<file path="src/rtl/instr_prefetch_buffer_pkg.sv">
// Shared types for the instruction prefetch front end.
package instr_prefetch_buffer_pkg;

  localparam logic [31:0] FETCH_WORD_BYTES = 32'd4;

  typedef struct packed {
    logic [31:0] pc;
    logic [31:0] instr;
  } fetch_entry_t;

  typedef enum logic [1:0] {
    IDLE,
    REQ,
    STALE_REQ
  } fetch_state_e;

endpackage

</file>
<file path="src/rtl/instr_prefetch_buffer_if.sv">
// OBI-style instruction port plus the decoder-facing valid/ready port.
interface instr_prefetch_buffer_if;
  logic        instr_req_o;
  logic [31:0] instr_addr_o;
  logic        instr_gnt_i;
  logic [31:0] instr_rdata_i;
  logic        instr_rvalid_i;
  logic        out_valid_o;
  logic        out_ready_i;
  logic [31:0] out_instr_o;
  logic [31:0] out_pc_o;

  modport master (
    output instr_req_o, instr_addr_o, out_valid_o, out_instr_o, out_pc_o,
    input  instr_gnt_i, instr_rdata_i, instr_rvalid_i, out_ready_i
  );

  modport slave (
    input  instr_req_o, instr_addr_o, out_valid_o, out_instr_o, out_pc_o,
    output instr_gnt_i, instr_rdata_i, instr_rvalid_i, out_ready_i
  );
endinterface

</file>
<file path="src/rtl/instr_prefetch_buffer_fifo.sv">
// Synchronous FIFO with registered storage, occupancy count and synchronous clear.
module instr_prefetch_buffer_fifo
  import instr_prefetch_buffer_pkg::*;
#(
  parameter int unsigned DEPTH = 4,
  parameter type         T     = fetch_entry_t
) (
  input  logic                       clk_i,
  input  logic                       rst_ni,
  input  logic                       clear_i,
  input  logic                       push_i,
  input  T                           wdata_i,
  input  logic                       pop_i,
  output T                           rdata_o,
  output logic                       full_o,
  output logic                       empty_o,
  output logic [$clog2(DEPTH+1)-1:0] cnt_o
);
  localparam int unsigned AW = $clog2(DEPTH);
  localparam int unsigned CW = $clog2(DEPTH+1);

  T              mem_q [DEPTH];
  logic [AW-1:0] wr_ptr_q, rd_ptr_q;
  logic [CW-1:0] cnt_q;
  logic          do_push, do_pop;

  assign full_o  = (cnt_q == CW'(DEPTH));
  assign empty_o = (cnt_q == '0);
  assign do_pop  = pop_i & ~empty_o;
  assign do_push = push_i & (~full_o | do_pop);
  assign rdata_o = mem_q[rd_ptr_q];
  assign cnt_o   = cnt_q;

  // Pointers wrap naturally because DEPTH is a power of two.
  always_ff @(posedge clk_i or negedge rst_ni) begin
    if (!rst_ni) begin
      for (int i = 0; i < int'(DEPTH); i++) mem_q[i] <= '0;
      wr_ptr_q <= '0;
      rd_ptr_q <= '0;
      cnt_q    <= '0;
    end else if (clear_i) begin
      wr_ptr_q <= '0;
      rd_ptr_q <= '0;
      cnt_q    <= '0;
    end else begin
      if (do_push) begin
        mem_q[wr_ptr_q] <= wdata_i;
        wr_ptr_q        <= wr_ptr_q + 1'b1;
      end
      if (do_pop) rd_ptr_q <= rd_ptr_q + 1'b1;
      cnt_q <= cnt_q + CW'(do_push) - CW'(do_pop);
    end
  end
endmodule

</file>
<file path="src/rtl/instr_prefetch_buffer.sv">
// Instruction fetch front end: sequential OBI word fetches, outstanding-response
// tracking with flush discard, and a {pc, instr} queue towards the decoder.
module instr_prefetch_buffer
  import instr_prefetch_buffer_pkg::*;
#(
  parameter int unsigned DEPTH     = 4,
  parameter logic [31:0] BOOT_ADDR = 32'h0000_0080
) (
  input  logic                    clk_i,
  input  logic                    rst_ni,
  input  logic                    fetch_en_i,
  input  logic                    flush_i,
  input  logic [31:0]             flush_addr_i,
  instr_prefetch_buffer_if.master bus
);
  localparam int unsigned CW = $clog2(DEPTH+1);
  localparam int unsigned SW = CW + 1;

  fetch_state_e  state_q, state_d;
  logic [31:0]   addr_q, addr_d, tgt_q, tgt_d, resp_pc_q, flush_tgt;
  logic [CW-1:0] inflight_q, discard_q, fifo_cnt;
  logic [SW-1:0] occ;
  logic          gnt_fire, stale_gnt, rsp_ok, rsp_drop, push, pop, issue;
  logic          fifo_empty, fifo_full, unused_lsb;
  fetch_entry_t  wentry, rentry;

  assign flush_tgt  = {flush_addr_i[31:2], 2'b00};
  assign unused_lsb = ^flush_addr_i[1:0];
  assign gnt_fire   = bus.instr_req_o & bus.instr_gnt_i;
  assign stale_gnt  = gnt_fire & (state_q == STALE_REQ);
  assign rsp_ok     = bus.instr_rvalid_i & (inflight_q != '0);
  assign rsp_drop   = rsp_ok & (discard_q != '0);
  assign push       = rsp_ok & ~rsp_drop & ~flush_i;
  assign pop        = bus.out_valid_o & bus.out_ready_i;
  assign wentry     = '{pc: resp_pc_q, instr: bus.instr_rdata_i};

  // Occupancy counts this cycle's grant so a back-to-back request never overcommits.
  assign occ   = SW'(fifo_cnt) + SW'(inflight_q) + SW'(gnt_fire);
  assign issue = fetch_en_i & (occ < SW'(DEPTH));

  assign bus.instr_req_o  = (state_q != IDLE);
  assign bus.instr_addr_o = addr_q;
  assign bus.out_valid_o  = ~fifo_empty & ~flush_i;
  assign bus.out_instr_o  = rentry.instr;
  assign bus.out_pc_o     = rentry.pc;

  always_comb begin
    state_d = state_q;
    addr_d  = addr_q;
    tgt_d   = tgt_q;
    unique case (state_q)
      IDLE: begin
        if (flush_i)    addr_d  = flush_tgt;
        else if (issue) state_d = REQ;
      end
      REQ, STALE_REQ: begin
        if (flush_i) begin
          if (gnt_fire) begin
            state_d = IDLE;
            addr_d  = flush_tgt;
          end else begin
            // Address must hold until granted; the redirect waits in tgt_q.
            state_d = STALE_REQ;
            tgt_d   = flush_tgt;
          end
        end else if (gnt_fire) begin
          addr_d  = (state_q == STALE_REQ) ? tgt_q : addr_q + FETCH_WORD_BYTES;
          state_d = issue ? REQ : IDLE;
        end
      end
      default: state_d = IDLE;
    endcase
  end

  always_ff @(posedge clk_i or negedge rst_ni) begin
    if (!rst_ni) begin
      state_q    <= IDLE;
      addr_q     <= BOOT_ADDR;
      tgt_q      <= BOOT_ADDR;
      resp_pc_q  <= BOOT_ADDR;
      inflight_q <= '0;
      discard_q  <= '0;
    end else begin
      state_q    <= state_d;
      addr_q     <= addr_d;
      tgt_q      <= tgt_d;
      inflight_q <= inflight_q + CW'(gnt_fire) - CW'(rsp_ok);
      if (flush_i) begin
        discard_q <= inflight_q + CW'(gnt_fire) - CW'(rsp_ok);
        resp_pc_q <= flush_tgt;
      end else begin
        discard_q <= discard_q + CW'(stale_gnt) - CW'(rsp_drop);
        if (push) resp_pc_q <= resp_pc_q + FETCH_WORD_BYTES;
      end
    end
  end

  instr_prefetch_buffer_fifo #(.DEPTH(DEPTH), .T(fetch_entry_t)) u_fifo (
    .clk_i   (clk_i),
    .rst_ni  (rst_ni),
    .clear_i (flush_i),
    .push_i  (push),
    .wdata_i (wentry),
    .pop_i   (pop),
    .rdata_o (rentry),
    .full_o  (fifo_full),
    .empty_o (fifo_empty),
    .cnt_o   (fifo_cnt)
  );

  rvalid_without_request: assert property (@(posedge clk_i) disable iff (!rst_ni)
    bus.instr_rvalid_i |-> inflight_q != '0);
  push_into_full: assert property (@(posedge clk_i) disable iff (!rst_ni)
    push |-> !fifo_full || pop);
endmodule

</file>
<file path="src/flat_wrapper.sv">
// flat-port wrapper written by rule: the top's interface ports become plain ports
module instr_prefetch_buffer_flat import instr_prefetch_buffer_pkg::*;
#(
  parameter int unsigned DEPTH     = 4,
  parameter logic [31:0] BOOT_ADDR = 32'h0000_0080
)
  (clk_i, rst_ni, fetch_en_i, flush_i, flush_addr_i, bus_instr_req_o, bus_instr_addr_o, bus_out_valid_o, bus_out_instr_o, bus_out_pc_o, bus_instr_gnt_i, bus_instr_rdata_i, bus_instr_rvalid_i, bus_out_ready_i);
  instr_prefetch_buffer_if bus_i ();
  input  logic clk_i;
  input  logic rst_ni;
  input  logic fetch_en_i;
  input  logic flush_i;
  input  logic [31:0] flush_addr_i;
  output wire logic [$bits(bus_i.instr_req_o)-1:0] bus_instr_req_o;
  output wire logic [$bits(bus_i.instr_addr_o)-1:0] bus_instr_addr_o;
  output wire logic [$bits(bus_i.out_valid_o)-1:0] bus_out_valid_o;
  output wire logic [$bits(bus_i.out_instr_o)-1:0] bus_out_instr_o;
  output wire logic [$bits(bus_i.out_pc_o)-1:0] bus_out_pc_o;
  input wire logic [$bits(bus_i.instr_gnt_i)-1:0] bus_instr_gnt_i;
  input wire logic [$bits(bus_i.instr_rdata_i)-1:0] bus_instr_rdata_i;
  input wire logic [$bits(bus_i.instr_rvalid_i)-1:0] bus_instr_rvalid_i;
  input wire logic [$bits(bus_i.out_ready_i)-1:0] bus_out_ready_i;
  assign bus_instr_req_o = bus_i.instr_req_o;
  assign bus_instr_addr_o = bus_i.instr_addr_o;
  assign bus_out_valid_o = bus_i.out_valid_o;
  assign bus_out_instr_o = bus_i.out_instr_o;
  assign bus_out_pc_o = bus_i.out_pc_o;
  assign bus_i.instr_gnt_i = bus_instr_gnt_i;
  assign bus_i.instr_rdata_i = bus_instr_rdata_i;
  assign bus_i.instr_rvalid_i = bus_instr_rvalid_i;
  assign bus_i.out_ready_i = bus_out_ready_i;
  instr_prefetch_buffer #(.DEPTH(DEPTH), .BOOT_ADDR(BOOT_ADDR)) u_core (.clk_i(clk_i), .rst_ni(rst_ni), .fetch_en_i(fetch_en_i), .flush_i(flush_i), .flush_addr_i(flush_addr_i), .bus(bus_i));
endmodule
</file>
<file path="config.mk">
export PLATFORM = sky130hd
export DESIGN_NAME = instr_prefetch_buffer_flat
export DESIGN_NICKNAME = d
export VERILOG_FILES = /design/src/rtl/instr_prefetch_buffer_pkg.sv /design/src/rtl/instr_prefetch_buffer_if.sv /design/src/rtl/instr_prefetch_buffer_fifo.sv /design/src/rtl/instr_prefetch_buffer.sv /design/src/flat_wrapper.sv
export SDC_FILE = /design/constraint.sdc
export NUM_CORES = 1
export LEC_CHECK = 0
export CORE_MARGIN = 3
export CORE_UTILIZATION = 53
export DETAILED_ROUTE_END_ITERATION = 16
export PLACE_DENSITY = 0.81
export SLEW_MARGIN = 20
export SYNTH_ARGS = -nofsm -noshare
export SYNTH_HDL_FRONTEND = slang
export SYNTH_HIERARCHICAL = 1
export SYNTH_SLANG_ARGS = --single-unit
</file>
<file path="constraint.sdc">
create_clock -name clk_i -period 7 [get_ports clk_i]
set_input_delay 0.7 -clock clk_i [delete_from_list [all_inputs] [get_ports clk_i]]
set_output_delay 0.7 -clock clk_i [all_outputs]
set_load 0.01 [all_outputs]
</file>
After elaboration in Yosys (flattened, before gate mapping)
Cells that the tools add are included.
{ "word_totals": {"regBits": 365, "inputBits": 71} }
{ "op_classes": {"n_addsub": 12, "order_cmp": 4, "eq_ne": 8, "mux": 27, "n_bitwise": 19, "n_reduce_logical": 15} }
{ "op_table": {"columns": ["op", "n"], "rows": [
  ["256-bit bitwise mux", 1],
  ["32-bit 2-to-1 mux", 7],
  ["64-bit 2-to-1 mux", 3],
  ["64-bit binary-select mux with 2-bit select", 1],
  ["64-bit demux with 2-bit select", 1],
  ["32-bit by 3-bit adder with 32-bit output, second input constant", 2],
  ["32-bit one-hot mux with 2 select lines", 1],
  ["2-bit 2-to-1 mux", 9],
  ["1-bit bitwise AND", 11],
  ["2-bit nonzero test", 5],
  ["3-bit by 1-bit adder with 3-bit output", 3],
  ["3-bit AND reduction", 3],
  ["3-bit by 1-bit subtractor with 3-bit output", 3],
  ["3-bit greater-or-equal comparator, second input constant", 2],
  ["3-bit 2-to-1 mux", 2],
  ["2-bit NOT with 3-bit output", 2],
  ["3-bit nonzero test", 2],
  ["1-bit NOT", 5],
  ["2-bit by 1-bit adder with 2-bit output, second input constant", 2],
  ["3-bit by 3-bit adder with 4-bit output", 1],
  ["4-bit by 1-bit adder with 4-bit output", 1],
  ["4-bit by 3-bit less-than comparator with 1-bit output, second input constant", 1],
  ["2-bit by 1-bit != test with 1-bit output, second input constant", 2],
  ["2-bit != test, second input constant", 2],
  ["other kinds (13)", 13]
]} }

Logic depth before layout (Yosys ltp)
{ "logic_depth": {"word_depth": 10, "depth_mapped": 15, "ltp_nobuf": 13} }

By module
Netlist, hierarchy kept.
{ "by_module_without_submodules": {"columns": ["mod", "instances", "cells_per_inst", "area_each_um2"], "rows": [
  ["instr_prefetch_buffer_fifo", 1, 665, 12089.1],
  ["instr_prefetch_buffer", 1, 599, 5756.8]
]} }

Worst setup path after synthesis
Ideal clock, no wire load.
{ "synth_path": {"path_type": "input -> register", "startpoint": "in flush_i", "endpoint": "reg u_core.u_fifo.cnt_q[2], in the netlist u_core/u_fifo/cnt_o[2]", "setup_ps": 86, "t_arrival_ps": 3726, "t_required_ps": 6914, "slack_ps": 3187, "stages": 15, "path_buffers": 3, "cell_sequence": "clkbuf_1 clkbuf_1 clkbuf_1 nor2_1 and2_1 nor4b_4 nand2b_1 ha_1 inv_1 ha_1 inv_1 fa_1 xor2_1 and2_1 nor3_1"} }
{ "synth_between": {"elab_chain_cells": 9} }
{ "synth_lines": {"columns": ["item", "line", "rtl"], "rows": [
  ["start: declaration", "flat_wrapper.sv:12", "input logic flush_i;"],
  ["1-bit NOT (no line) *", null, null],
  ["1-bit bitwise AND *", "instr_prefetch_buffer.sv:43", "assign bus.out_valid_o = ~fifo_empty & ~flush_i;"],
  ["named net bus_out_valid_o", "flat_wrapper.sv:16", "output wire logic [$bits(bus_i.out_valid_o)-1:0] bus_out_valid_o;"],
  ["1-bit bitwise AND *", "instr_prefetch_buffer.sv:34", "assign pop = bus.out_valid_o & bus.out_ready_i;"],
  ["named net u_core.pop", "instr_prefetch_buffer.sv:23", "logic gnt_fire, stale_gnt, rsp_ok, rsp_drop, push, pop, issue;"],
  ["1-bit bitwise AND *", "instr_prefetch_buffer_fifo.sv:29", "assign do_pop = pop_i & ~empty_o;"],
  ["1-bit bitwise OR", "instr_prefetch_buffer_fifo.sv:30", "assign do_push = push_i & (~full_o | do_pop);"],
  ["1-bit bitwise AND", "instr_prefetch_buffer_fifo.sv:30", null],
  ["3-bit by 1-bit adder with 3-bit output", "instr_prefetch_buffer_fifo.sv:51", "cnt_q <= cnt_q + CW'(do_push) - CW'(do_pop);"],
  ["3-bit by 1-bit subtractor with 3-bit output *", "instr_prefetch_buffer_fifo.sv:51", null],
  ["3-bit 2-to-1 mux *", "instr_prefetch_buffer_fifo.sv:41", "end else if (clear_i) begin"],
  ["end signal: assignment", "instr_prefetch_buffer_fifo.sv:51", null],
  ["end: declaration", "instr_prefetch_buffer_fifo.sv:24", "logic [CW-1:0] cnt_q;"]
]} }
Mark *: on every way through the listed nets, which the timed path passes. The rest lies on a longest branch.
A chain may end at the register's enable or synchronous reset.

Worst setup path in the final report
{ "layout_path": {"startpoint": "reg u_core.u_fifo.rd_ptr_q[0]", "endpoint": "out bus_out_pc_o[13]"} }
{ "layout_between": {"elab_chain_cells": 4} }
{ "layout_lines": {"columns": ["item", "line", "rtl"], "rows": [
  ["start: declaration", "instr_prefetch_buffer_fifo.sv:23", "logic [AW-1:0] wr_ptr_q, rd_ptr_q;"],
  ["start signal: assignment", "instr_prefetch_buffer_fifo.sv:50", "if (do_pop) rd_ptr_q <= rd_ptr_q + 1'b1;"],
  ["2-bit NOT with 3-bit output (not written as such)", "instr_prefetch_buffer_fifo.sv:31", "assign rdata_o = mem_q[rd_ptr_q];"],
  ["64-bit binary-select mux with 2-bit select", "instr_prefetch_buffer_fifo.sv:31", null],
  ["64-bit 2-to-1 mux (not written as such) (2 in series)", "instr_prefetch_buffer_fifo.sv:31", null],
  ["end: declaration", "flat_wrapper.sv:18", "output wire logic [$bits(bus_i.out_pc_o)-1:0] bus_out_pc_o;"]
]} }
No other way between the ends. The select of a mux whose other input is x is not followed.

==> results.md <==
* Req. time, crit path at 6.30 ns
* WL met2 at just under 20000 µm
* Power Density at between 300 and 400 nW/µm²
* # Post-CTS Setup Buffers at 0
* CP arrival at 3.32 ns
* R2R Path End: u_core/u_fifo/cnt_o[2]
* Clock Sink Count at between 300 and 400
* Hold WC Path Type: in2async
* Logic pwr share at 29.7%
* P_leak at around 9.1 nW
* Cell Area, Placed at 19700 µm²
* Post-CTS Resized at 0
* GP Congestion at 0.868
* Final min period at 4.02 ns
* Startpoint Class: register
* Die Y at 189 µm
* Hold Violations, Final at 0
* Critical Path End Type: output pin
* Initial Util at 54.3%
* Clock Tree Root: clkbuf_16
* Pint at between 0.004 and 0.005 W
* Layout cells sized above 1 at 31.9%
* Psw at 0.00206 W
* Ant. Diodes at 0
* CP Max Fanout at between 40 and 50
* NumNets Final at 1507
* Wire length on met1 at 17700 µm
* Vias in the first global route at between 10000 and 15000
* Mapped Area at about 18000 µm²
* Slew headroom at ~30%
* Initial DRC count at 687
* Worst-case clock buffer depth at 3
* Setup TNS at 0 ns
* Reg2Reg Depth at 13
* Critical R2R Launch: u_core/u_fifo/cnt_o[0]
* Number of port buffers at 164
* Die X at 189 µm
* CP Launch Point: u_core/u_fifo/rd_ptr_q[0]
* DR top layer: met5
* VDD IR max at ~210 µV
* YS warnings at 6
* Post-CTS Hold Fix Bufs at 0
* Fin crit share at 57.4%
* Drt total wl at 40200 µm
* Max-Cap Viols at 0
* Fmax at 0.249 GHz
* I/O pins at between 150 and 200
* Setup WS post-layout at a little under 3 ns
* Setup slack at placement at 3.08 ns
* Final setup vio count at 0
* Multi-input gate area in the final layout at 8210 µm²
* Worst-Skew Late Latency at 0.53 ns
* Die area at 35900 µm²
* Hpwl dp at 25000 µm
* Clk pwr share at 28.5%
* FP Rows at between 60 and 70
* Number of vias per cell at 5.90
* Status: finished, final reports clean
* Design area at 20900 µm²
* Initial antenna violation count at 1
* DRC Markers at 0
* Clock buffer count from CTS at 39
* Worst-Margin Slew at 1.05 ns
* Clk_skew at 0.0163 ns
* Commonest non-fill, non-tap cell in the layout: dfrtp_1
* Filler cell count at 2454
* Storage cell area at about 9000 µm²
* CTS tree: done
* Largest net degree at the start of global routing at 161
* Sequential Power Share at 41.8%
* WL met3 at roughly 2300 µm
* Overflow after GRT at 0
* Via total after detailed routing at 11100
* Crit path kind: reg2out
* RSZ-0062 raised after global routing: false
* Drt pass-1 iters at 5
* First-pass GRT wire length at 65100 µm
* Overall Global Routing Usage at 22.5%
* Post-DRT Antenna Nets at 0
* Slew Viols, Final at 0
* Overall power at 0.00681 W
* Most frequent cells in the layout: dfrtp_1, mux2_2, clkdlybuf4s50_1
* Final core utilization at 63.5%
* Mapped Avg Cell Area at between 10 and 15 µm²
* Sw Ratio at 30.3%
* Area growth syn-to-layout at 17.0%
* Worst R2R Setup Slack at about 3.5 ns
* Core ar. at 32900 µm²
* H-tree depth at 2
* Clock slew at reported path FFs at 0.06 ns
* WL/cell at 21.4 µm
* Cells after Synth at 1263
[worst max-delay path by stage]
stage | to | slack [ns] | cells after the start
after floorplan | u_core/u_fifo/cnt_o[2] | 3.19 | 15
after global placement | u_core/u_fifo/mem_q[180] | 3.17 | 8
after detailed placement | u_core/u_fifo/mem_q[129] | 3.08 | 8
after CTS | bus_out_pc_o[13] | 2.88 | 3
after global routing | bus_out_pc_o[15] | 2.76 | 3
final | bus_out_pc_o[13] | 2.98 | 3
[final cells by class]
class / instances / area share (%)
clock buffer: 56 / 5.27
clock inverter: 10 / 0.455
inverter: 26 / 0.467
multi-input combinational: 808 / 39.3
sequential: 361 / 43.3
tap: 442 / 2.65
timing repair buffer: 179 / 8.52
[stage by stage]
step / instances / hold slack, ns
after CTS: 1882 / 0.352
final: 1882 / 0.299
after floorplan: 1272 / 0.404
after global placement: 1816 / 0.482
after detailed placement: 1816 / 0.489
after global routing: 1882 / 0.382
[worst max-delay path, cell delays in order (launching register included)]
cell and delay [ns]:
dfrtp_4 0.98, buf_4 0.60, mux4_2 0.58, clkdlybuf4s50_1 0.58
[layer usage]
layer  up-vias  global-route usage [%]
met5         -                       0
met4         2                    5.74
met3        68                    4.05
met2       345                    36.6
met1      5783                    31.6
li1       4909                       -
[flip-flops by register name (all words and copies together) (netlist names)]
register                 cells
u_core/state_q               2
u_core/resp_pc_q            30
u_core/inflight_q            3
u_core/bus.instr_addr_o     30
u_core/discard_q             3
u_core/u_fifo/mem_q        256
u_core/u_fifo/wr_ptr_q       2
u_core/tgt_q                30
u_core/u_fifo/cnt_o          3
u_core/u_fifo/rd_ptr_q       2
[power groups by stage]
stage / Clock [W] / Sequential [W] / Combinational (W)
3_5_place_dp: 0 / 0.00286 / 0.00201
5_1_grt: 0.00209 / 0.00290 / 0.00218
2_1_floorplan: 0 / 0.00279 / 0.00122
4_1_cts: 0.00199 / 0.00284 / 0.00203
3_3_place_gp: 0 / 0.00284 / 0.00196
6_report: 0.00194 / 0.00285 / 0.00202
Power figures use the tool's default switching activity.
